--- src/rtl/mar_burst_if.sv ---
// Bus bundle between the control unit and the memory address register.
interface mar_burst_if #(
  parameter int ADDR_W  = 4,
  parameter int BURST_W = 4
);
  logic [ADDR_W-1:0]  d_in;
  logic [ADDR_W-1:0]  pc_in;
  logic               sel;
  logic               ld_n;
  logic               inc;
  logic               dir;
  logic [BURST_W-1:0] burst_len;
  logic               burst_start;
  logic               burst_ack;
  logic [ADDR_W-1:0]  mar_out;
  logic               burst_busy;
  logic               burst_done;
  logic               wrap;

  modport master (
    output d_in, pc_in, sel, ld_n, inc, dir, burst_len, burst_start, burst_ack,
    input  mar_out, burst_busy, burst_done, wrap
  );

  modport slave (
    input  d_in, pc_in, sel, ld_n, inc, dir, burst_len, burst_start, burst_ack,
    output mar_out, burst_busy, burst_done, wrap
  );
endinterface

--- src/rtl/mar_burst.sv ---
// Memory address register with up/down stepping that wraps at DEPTH and a
// counted burst sequencer driven by memory acks.
module mar_burst #(
  parameter int ADDR_W  = 4,
  parameter int DEPTH   = 16,
  parameter int BURST_W = 4
) (
  input  logic          clk,
  input  logic          clr_n,
  mar_burst_if.slave    bus
);
  typedef enum logic {IDLE, BURST} state_e;

  localparam logic [ADDR_W-1:0] LAST    = ADDR_W'(DEPTH - 1);
  localparam logic [ADDR_W:0]   LAST_X  = (ADDR_W + 1)'(DEPTH - 1);
  localparam logic [ADDR_W:0]   DEPTH_X = (ADDR_W + 1)'(DEPTH);

  state_e             state_q, state_d;
  logic [ADDR_W-1:0]  addr_q, addr_d;
  logic [BURST_W-1:0] rem_q, rem_d;
  logic               dir_q, dir_d;
  logic               done_q, done_d;
  logic               wrap_q, wrap_d;
  logic [ADDR_W:0]    step_res;
  logic               step_dn;

  // Returns {wrap, next_addr}; out-of-range addresses fold back into range.
  function automatic logic [ADDR_W:0] step_f(input logic [ADDR_W-1:0] a,
                                             input logic down);
    logic [ADDR_W:0] ax;
    ax = {1'b0, a};
    if (!down) begin
      if (ax >= LAST_X) return {1'b1, {ADDR_W{1'b0}}};
      return {1'b0, a + 1'b1};
    end
    if (a == '0 || ax >= DEPTH_X) return {1'b1, LAST};
    return {1'b0, a - 1'b1};
  endfunction

  assign step_dn  = (state_q == BURST) ? dir_q : bus.dir;
  assign step_res = step_f(addr_q, step_dn);

  always_comb begin
    state_d = state_q;
    addr_d  = addr_q;
    rem_d   = rem_q;
    dir_d   = dir_q;
    done_d  = 1'b0;
    wrap_d  = 1'b0;
    if (!bus.ld_n) begin
      addr_d  = bus.sel ? bus.pc_in : bus.d_in;
      state_d = IDLE;
      rem_d   = '0;
    end else begin
      unique case (state_q)
        IDLE: begin
          if (bus.burst_start) begin
            dir_d = bus.dir;
            if (bus.burst_len == '0) begin
              done_d = 1'b1;
            end else begin
              rem_d   = bus.burst_len;
              state_d = BURST;
            end
          end else if (bus.inc) begin
            addr_d = step_res[ADDR_W-1:0];
            wrap_d = step_res[ADDR_W];
          end
        end
        BURST: begin
          if (bus.burst_ack) begin
            addr_d = step_res[ADDR_W-1:0];
            wrap_d = step_res[ADDR_W];
            rem_d  = rem_q - 1'b1;
            if (rem_q == BURST_W'(1)) begin
              state_d = IDLE;
              done_d  = 1'b1;
            end
          end
        end
        default: state_d = IDLE;
      endcase
    end
  end

  always_ff @(posedge clk) begin
    if (!clr_n) begin
      state_q <= IDLE;
      addr_q  <= '0;
      rem_q   <= '0;
      dir_q   <= 1'b0;
      done_q  <= 1'b0;
      wrap_q  <= 1'b0;
    end else begin
      state_q <= state_d;
      addr_q  <= addr_d;
      rem_q   <= rem_d;
      dir_q   <= dir_d;
      done_q  <= done_d;
      wrap_q  <= wrap_d;
    end
  end

  assign bus.mar_out    = addr_q;
  assign bus.burst_busy = (state_q == BURST);
  assign bus.burst_done = done_q;
  assign bus.wrap       = wrap_q;
endmodule

--- src/flat_wrapper.sv ---
// flat-port wrapper written by rule: the top's interface ports become plain ports
module mar_burst_flat 
#(
  parameter int ADDR_W  = 4,
  parameter int DEPTH   = 16,
  parameter int BURST_W = 4
)
  (clk, clr_n, bus_d_in, bus_pc_in, bus_sel, bus_ld_n, bus_inc, bus_dir, bus_burst_len, bus_burst_start, bus_burst_ack, bus_mar_out, bus_burst_busy, bus_burst_done, bus_wrap);
  mar_burst_if #(.ADDR_W(ADDR_W), .BURST_W(BURST_W)) bus_i ();
  input  logic clk;
  input  logic clr_n;
  input wire logic [$bits(bus_i.d_in)-1:0] bus_d_in;
  input wire logic [$bits(bus_i.pc_in)-1:0] bus_pc_in;
  input wire logic [$bits(bus_i.sel)-1:0] bus_sel;
  input wire logic [$bits(bus_i.ld_n)-1:0] bus_ld_n;
  input wire logic [$bits(bus_i.inc)-1:0] bus_inc;
  input wire logic [$bits(bus_i.dir)-1:0] bus_dir;
  input wire logic [$bits(bus_i.burst_len)-1:0] bus_burst_len;
  input wire logic [$bits(bus_i.burst_start)-1:0] bus_burst_start;
  input wire logic [$bits(bus_i.burst_ack)-1:0] bus_burst_ack;
  output wire logic [$bits(bus_i.mar_out)-1:0] bus_mar_out;
  output wire logic [$bits(bus_i.burst_busy)-1:0] bus_burst_busy;
  output wire logic [$bits(bus_i.burst_done)-1:0] bus_burst_done;
  output wire logic [$bits(bus_i.wrap)-1:0] bus_wrap;
  assign bus_i.d_in = bus_d_in;
  assign bus_i.pc_in = bus_pc_in;
  assign bus_i.sel = bus_sel;
  assign bus_i.ld_n = bus_ld_n;
  assign bus_i.inc = bus_inc;
  assign bus_i.dir = bus_dir;
  assign bus_i.burst_len = bus_burst_len;
  assign bus_i.burst_start = bus_burst_start;
  assign bus_i.burst_ack = bus_burst_ack;
  assign bus_mar_out = bus_i.mar_out;
  assign bus_burst_busy = bus_i.burst_busy;
  assign bus_burst_done = bus_i.burst_done;
  assign bus_wrap = bus_i.wrap;
  mar_burst #(.ADDR_W(ADDR_W), .DEPTH(DEPTH), .BURST_W(BURST_W)) u_core (.clk(clk), .clr_n(clr_n), .bus(bus_i));
endmodule
--- config.mk ---
export PLATFORM = sky130hd
export DESIGN_NAME = mar_burst_flat
export DESIGN_NICKNAME = d
export VERILOG_FILES = /design/src/rtl/mar_burst_if.sv /design/src/rtl/mar_burst.sv /design/src/flat_wrapper.sv
export SDC_FILE = /design/constraint.sdc
export NUM_CORES = 1
export LEC_CHECK = 0
export ABC_AREA = 1
export CORE_AREA = 2 2 49 51
export DETAILED_ROUTE_END_ITERATION = 7
export DIE_AREA = 0 0 51 53
export GPL_ROUTABILITY_DRIVEN = 0
export PLACE_DENSITY = 0.7
export SLEW_MARGIN = 20
export SYNTH_ARGS = -nofsm -noshare
export SYNTH_HDL_FRONTEND = slang
export SYNTH_SLANG_ARGS = --single-unit
--- constraint.sdc ---
create_clock -name clk -period 1.45 [get_ports clk]
set_input_delay 0.3625 -clock clk [delete_from_list [all_inputs] [get_ports clk]]
set_output_delay 0.3625 -clock clk [all_outputs]
set_load 0.01 [all_outputs]
# Yosys cells after proc, flatten, opt, wreduce, memory -nomap -nowiden
# Index checks and enable logic that the tools add are counted.
# word_totals
reg_bits,12
input_bits,20
word_cells,59
# op_classes
n_lt_le_gt_ge,1
eq_ne,7
reduce_logical,6
muxes,35
bitwise_logic,1
addsub,3
# ops
cell,count
2-to-1 mux 4 bit,8
2-to-1 mux 5 bit,6
2-to-1 mux 1 bit,16
case mux 4 bit (2 select lines),2
!= test 3 bit (second input constant),3
AND reduction 3 bit,3
logical NOT 4 bit,2
subtractor 4 x 1 -> 4 bit (second input constant),2
!= test 2 bit (second input constant),3
case mux 1 bit (2 select lines),3
adder 4 x 1 -> 4 bit (second input constant),1
equality test 4 x 1 -> 1 bit (second input constant),1
>= comparator 4 bit (second input constant),1
AND reduction 2 bit,1
NOT 1 bit,1

# Longest topological paths before layout
# depth
ltp_word,12
ltp_mapped,9

# Least setup slack after synthesis
# Ideal clock, no wire load.
# synth_timing
path_type,register to register
start,register u_core.addr_q[0] (netlist: u_core.bus.mar_out[0])
end,register u_core.addr_q[2] (netlist: u_core.bus.mar_out[2])
stages_incl_launch_ff,8
path_slack_ns,0.046
arrival_ns,1.286
required_ns,1.332
setup_time_ns,0.118
synth_period_minus_slack_ns,1.404
path_cell_list,dfxtp_1 inv_1 ha_1 or2_2 nand3_1 o21ai_0 nand2_1 a21oi_2
# synth_between
elab_chain_len,12
word_cells_on_any_way,18
cone_classes,add/sub: 2; order compare: 1; mux: 14; reduce/logical: 1
# synth_lines
item,line_no,rtl
"start, declared",mar_burst.sv:19,"logic [ADDR_W-1:0] addr_q, addr_d;"
"start signal, assigned",mar_burst.sv:96,addr_q <= addr_d;
>= comparator 4 bit,mar_burst.sv:33,"if (ax >= LAST_X) return {1'b1, {ADDR_W{1'b0}}};"
2-to-1 mux 1 bit,mar_burst.sv:33,
2-to-1 mux 1 bit,mar_burst.sv:32,if (!down) begin
2-to-1 mux 5 bit,mar_burst.sv:34,"return {1'b0, a + 1'b1};"
2-to-1 mux 5 bit,mar_burst.sv:32,
2-to-1 mux 5 bit,mar_burst.sv:36,"if (a == '0 || ax >= DEPTH_X) return {1'b1, LAST};"
2-to-1 mux 5 bit,mar_burst.sv:37,"return {1'b0, a - 1'b1};"
2-to-1 mux 5 bit *,mar_burst.sv:36,
2-to-1 mux 4 bit,mar_burst.sv:65,end else if (bus.inc) begin
2-to-1 mux 4 bit,mar_burst.sv:57,if (bus.burst_start) begin
case mux 4 bit (2 select lines) *,mar_burst.sv:55,unique case (state_q)
2-to-1 mux 4 bit *,mar_burst.sv:50,if (!bus.ld_n) begin
# Every way passes the cells marked *; elsewhere a longest branch is shown, timed or not. The select of a mux whose other input is x is not followed.
# A chain may end at the register's enable or synchronous reset.

# Final worst setup path
# layout_timing
start,input port bus_ld_n
end,register u_core.addr_q[0] (netlist: u_core.bus.mar_out[0])
# layout_between
elab_chain_len,2
word_cells_on_any_way,5
cone_classes,eq/ne: 3; mux: 1; reduce/logical: 1
# layout_lines
item,line_no,rtl
"start, declared",flat_wrapper.sv:15,input wire logic [$bits(bus_i.ld_n)-1:0] bus_ld_n;
!= test 3 bit (no source line),--,
AND reduction 3 bit (no source line),--,
# Parallel ways exist; a longest one is shown, timed or not.

==> summary.txt <==
Final layout
  • N_diodes: 0
  • Nets: 202
  • Register Area: 241.5 µm²
  • Synthesis-to-layout area growth: 39.01%
  • Fillers: 206
  • Fin util: 60.40%
  • Multi-input logic area: 586.8 µm²
  • Layout cells sized above 1: 16.95%

CTS
  • H-Tree Depth: 1
  • Clock Pin Slew Worst Setup and Hold Paths: 0.09 ns
  • CTS Root Cell: clkbuf_4
  • Num CTS Buffers: 3
  • CTS tree: done
  • Clock Path Buffers: 2
  • Clock Latency Late Sink: 0.28 ns
  • Sink Count: 12
  • Postcts setup bufs: 0

Logic synthesis
  • Adder-cell share of the synthesized area: 5.362%
  • Number of flops mapped to enable cells by yosys: 0
  • Post-Syn Nets: 165
  • Post-synth cell types: 26
  • Mean area per synthesized cell: 6.620 µm²
  • Ranking of synthesized cells by area: dfxtp_1, nand2_1, inv_1
  • Post-Syn Area: 933.4 µm²
  • Asr flop ratio synth: 0%
  • Syn. warnings: 0
  • Post-Synth XOR/XNOR Area: 0%
  • Synth cell count leaders: nand2_1, inv_1, nor2_1, dfxtp_1, nand3_1
  • Post-synthesis simple-gate area fraction: 40.21%
  • Largest area contributor in the netlist: dfxtp_1
  • Post-synthesis instance total: 141
  • Compound-Gate Fraction of Synth Area: 17.29%
  • Most numerous cell in the Yosys netlist: nand2_1
  • Area share of the largest cell type after synthesis: 25.74%
  • Mux cell area share after synthesis: 0%
  • Largest family of logic cells by synthesized area: simple AND/OR/NAND/NOR gates
  • Primary FF master, synth: dfxtp_1
  • Sequential element share of the synthesized area: 25.74%
  • Post-synthesis register bit count: 12

Power
  • Sw Share: 31.65%
  • Clk pwr share: 28.3%
  • Int Pwr: 0.0006689 W
  • VDD IR max: 0.0005450 V
  • Share of power burned in registers: 37.3%
  • Post-layout total power: 0.0009786 W
  • Leakage: 0.6002 nW
  • NetSw: 0.0003097 W
  • Comb pwr share: 34.4%
  • Power Density: 754.3 nW/µm²

Route
  • WL final: 2232 µm
  • DRT Pass-1 Iters: 5
  • DRC violation total after the first TritonRoute iteration: 29
  • # DRC: 0
  • Via/cell ratio: 5.015
  • DR WL/cell: 10.89 µm
  • Post-route ant nets: 0
  • Vias: 1,028

Timing
  • Setup TNS: 0 ns
  • Worst hold slack: 0.4635 ns
  • Worst Tran Pin Value: 0.2862 ns
  • Setup violators final: 0
  • Tcrit/Tclk final: 93.59%
  • Max-slew violations: 0
  • Period minus WS final: 1.357 ns
  • RSZ-0062 raised after global routing: false
  • Final clock skew: 0.01534 ns
  • Final hold violation count: 0
  • Final worst slack: 0.09291 ns
  • Slew HR: 80.87%
  • Fmax: 736.9 MHz

Setup path
  • Crit Path Max Fanout: 7
  • Crit Path Class: in2reg
  • Arrival time at the worst endpoint: 1.58 ns
  • CP endpoint kind: flop
  • Req. time, crit path: 1.67 ns
  • Launching element type of the critical path: input port

Status
  • Status: complete, no violations

GRT
  • Initial antenna violation count: 0
  • All-Layer GR Usage: 18.72%
  • GRT Residual Overflow: 0
  • Largest net degree at the start of global routing: 12
  • Vias in the first global route: 966
  • First-pass GRT wire length: 3836 µm

Floorplanning
  • Core area: 2148 µm²
  • Starting density of the core: 43.45%
  • FP Rows: 17
  • Die X: 51 µm
  • I/O Pins: 27
  • Die area: 2703 µm²
  • Die height: 53 µm

Placed design
  • I/O Buffers: 26
  • Post-place setup slack: -0.1872 ns
  • DP HPWL: 1825 µm

Worst hold path
  • Tightest Hold Check Type: reg2reg

Job
  • Max-cap violations: 0
timing repair:
action                     CTS  global route
hold buffers                 0             0
setup endpoints to repair    7             0
gates resized for setup      8             0
area by class of cell:
type	count	share of cell area (%)
sequential	12	18.61
clock buffer	4	2.797
timing repair buffer	35	24.59
inverter	21	6.075
multi-input combinational	105	45.23
tap	28	2.700
cells by family (layout without fill, tap and decap cells):
logic type,after synthesis,in the layout
adder cells (fa/ha/maj),4,4
flip-flops,12,12
AO/OA/AOI/OAI,27,27
buffers and inverters,24,60
AND/OR/NAND/NOR,74,74
flip-flops by register name (all words and copies together), names as in the netlist:
name and count:
u_core.bus.burst_done 1, u_core.bus.burst_busy 1, u_core.rem_q 4, u_core.dir_q 1, u_core.bus.wrap 1, u_core.bus.mar_out 4
routing by layer:
layer / wire length (µm) / vias to the layer above / GRT usage [%]
met2: 1207 / 17 / 36.36
met3: 70 / 2 / 2.542
met4: 10 / 0 / 9.910
met5: 0 / - / 0
li1: - / 535 / -
met1: 943 / 474 / 19.28
final timing paths:
path | endpoint | slack (ns) | startpoint | depth (start not counted)
worst max-delay path | u_core.bus.mar_out[0] | 0.09 | bus_ld_n | 7
worst min-delay path | u_core.dir_q | 0.46 | u_core.dir_q | 2
worst max register to register | u_core.bus.mar_out[2] | 0.12 | u_core.bus.mar_out[1] | 7
worst min register to register | u_core.dir_q | 0.46 | u_core.dir_q | 2
per-stage QoR:
stage,instance area [µm²],std cells
finish,1297,205
detailed placement,1269,201
floorplan,933.4,141
global route,1297,205
global placement,1269,201
CTS,1297,205
layout by cell type (no fill, tap or decap), types with 2 or more instances in the layout:
cell type | netlist | routed
clkbuf_4 | 0 | 3
nand3_2 | 2 | 2
o21ai_1 | 3 | 3
a21oi_1 | 10 | 10
or2_2 | 2 | 2
inv_2 | 2 | 2
inv_1 | 19 | 19
clkdlybuf4s50_1 | 0 | 19
dlygate4sd2_1 | 0 | 7
nor2_1 | 17 | 17
buf_4 | 0 | 9
dfxtp_1 | 12 | 11
nor2_2 | 2 | 2
nand3_4 | 2 | 2
a211oi_1 | 3 | 3
nand4_1 | 5 | 5
nand3_1 | 12 | 12
o21ai_0 | 8 | 8
ha_1 | 4 | 4
nand2_1 | 27 | 27
critical path, cell delays in order:
cell,delay (ns)
clkdlybuf4s50_1,0.62
inv_1,0.15
nand3_1,0.10
nand2_1,0.05
a21oi_1,0.14
o21ai_1,0.09
inv_1,0.05
power groups by stage:
stage	sequential [W]	combinational, W	clock, W
2_1_floorplan	0.000384	0.000190	0
5_1_grt	0.000368	0.000376	0.000300
3_3_place_gp	0.000372	0.000339	0
3_5_place_dp	0.000373	0.000347	0
6_report	0.000365	0.000337	0.000277
4_1_cts	0.000366	0.000339	0.000289
(Power assumes the default switching activity.)
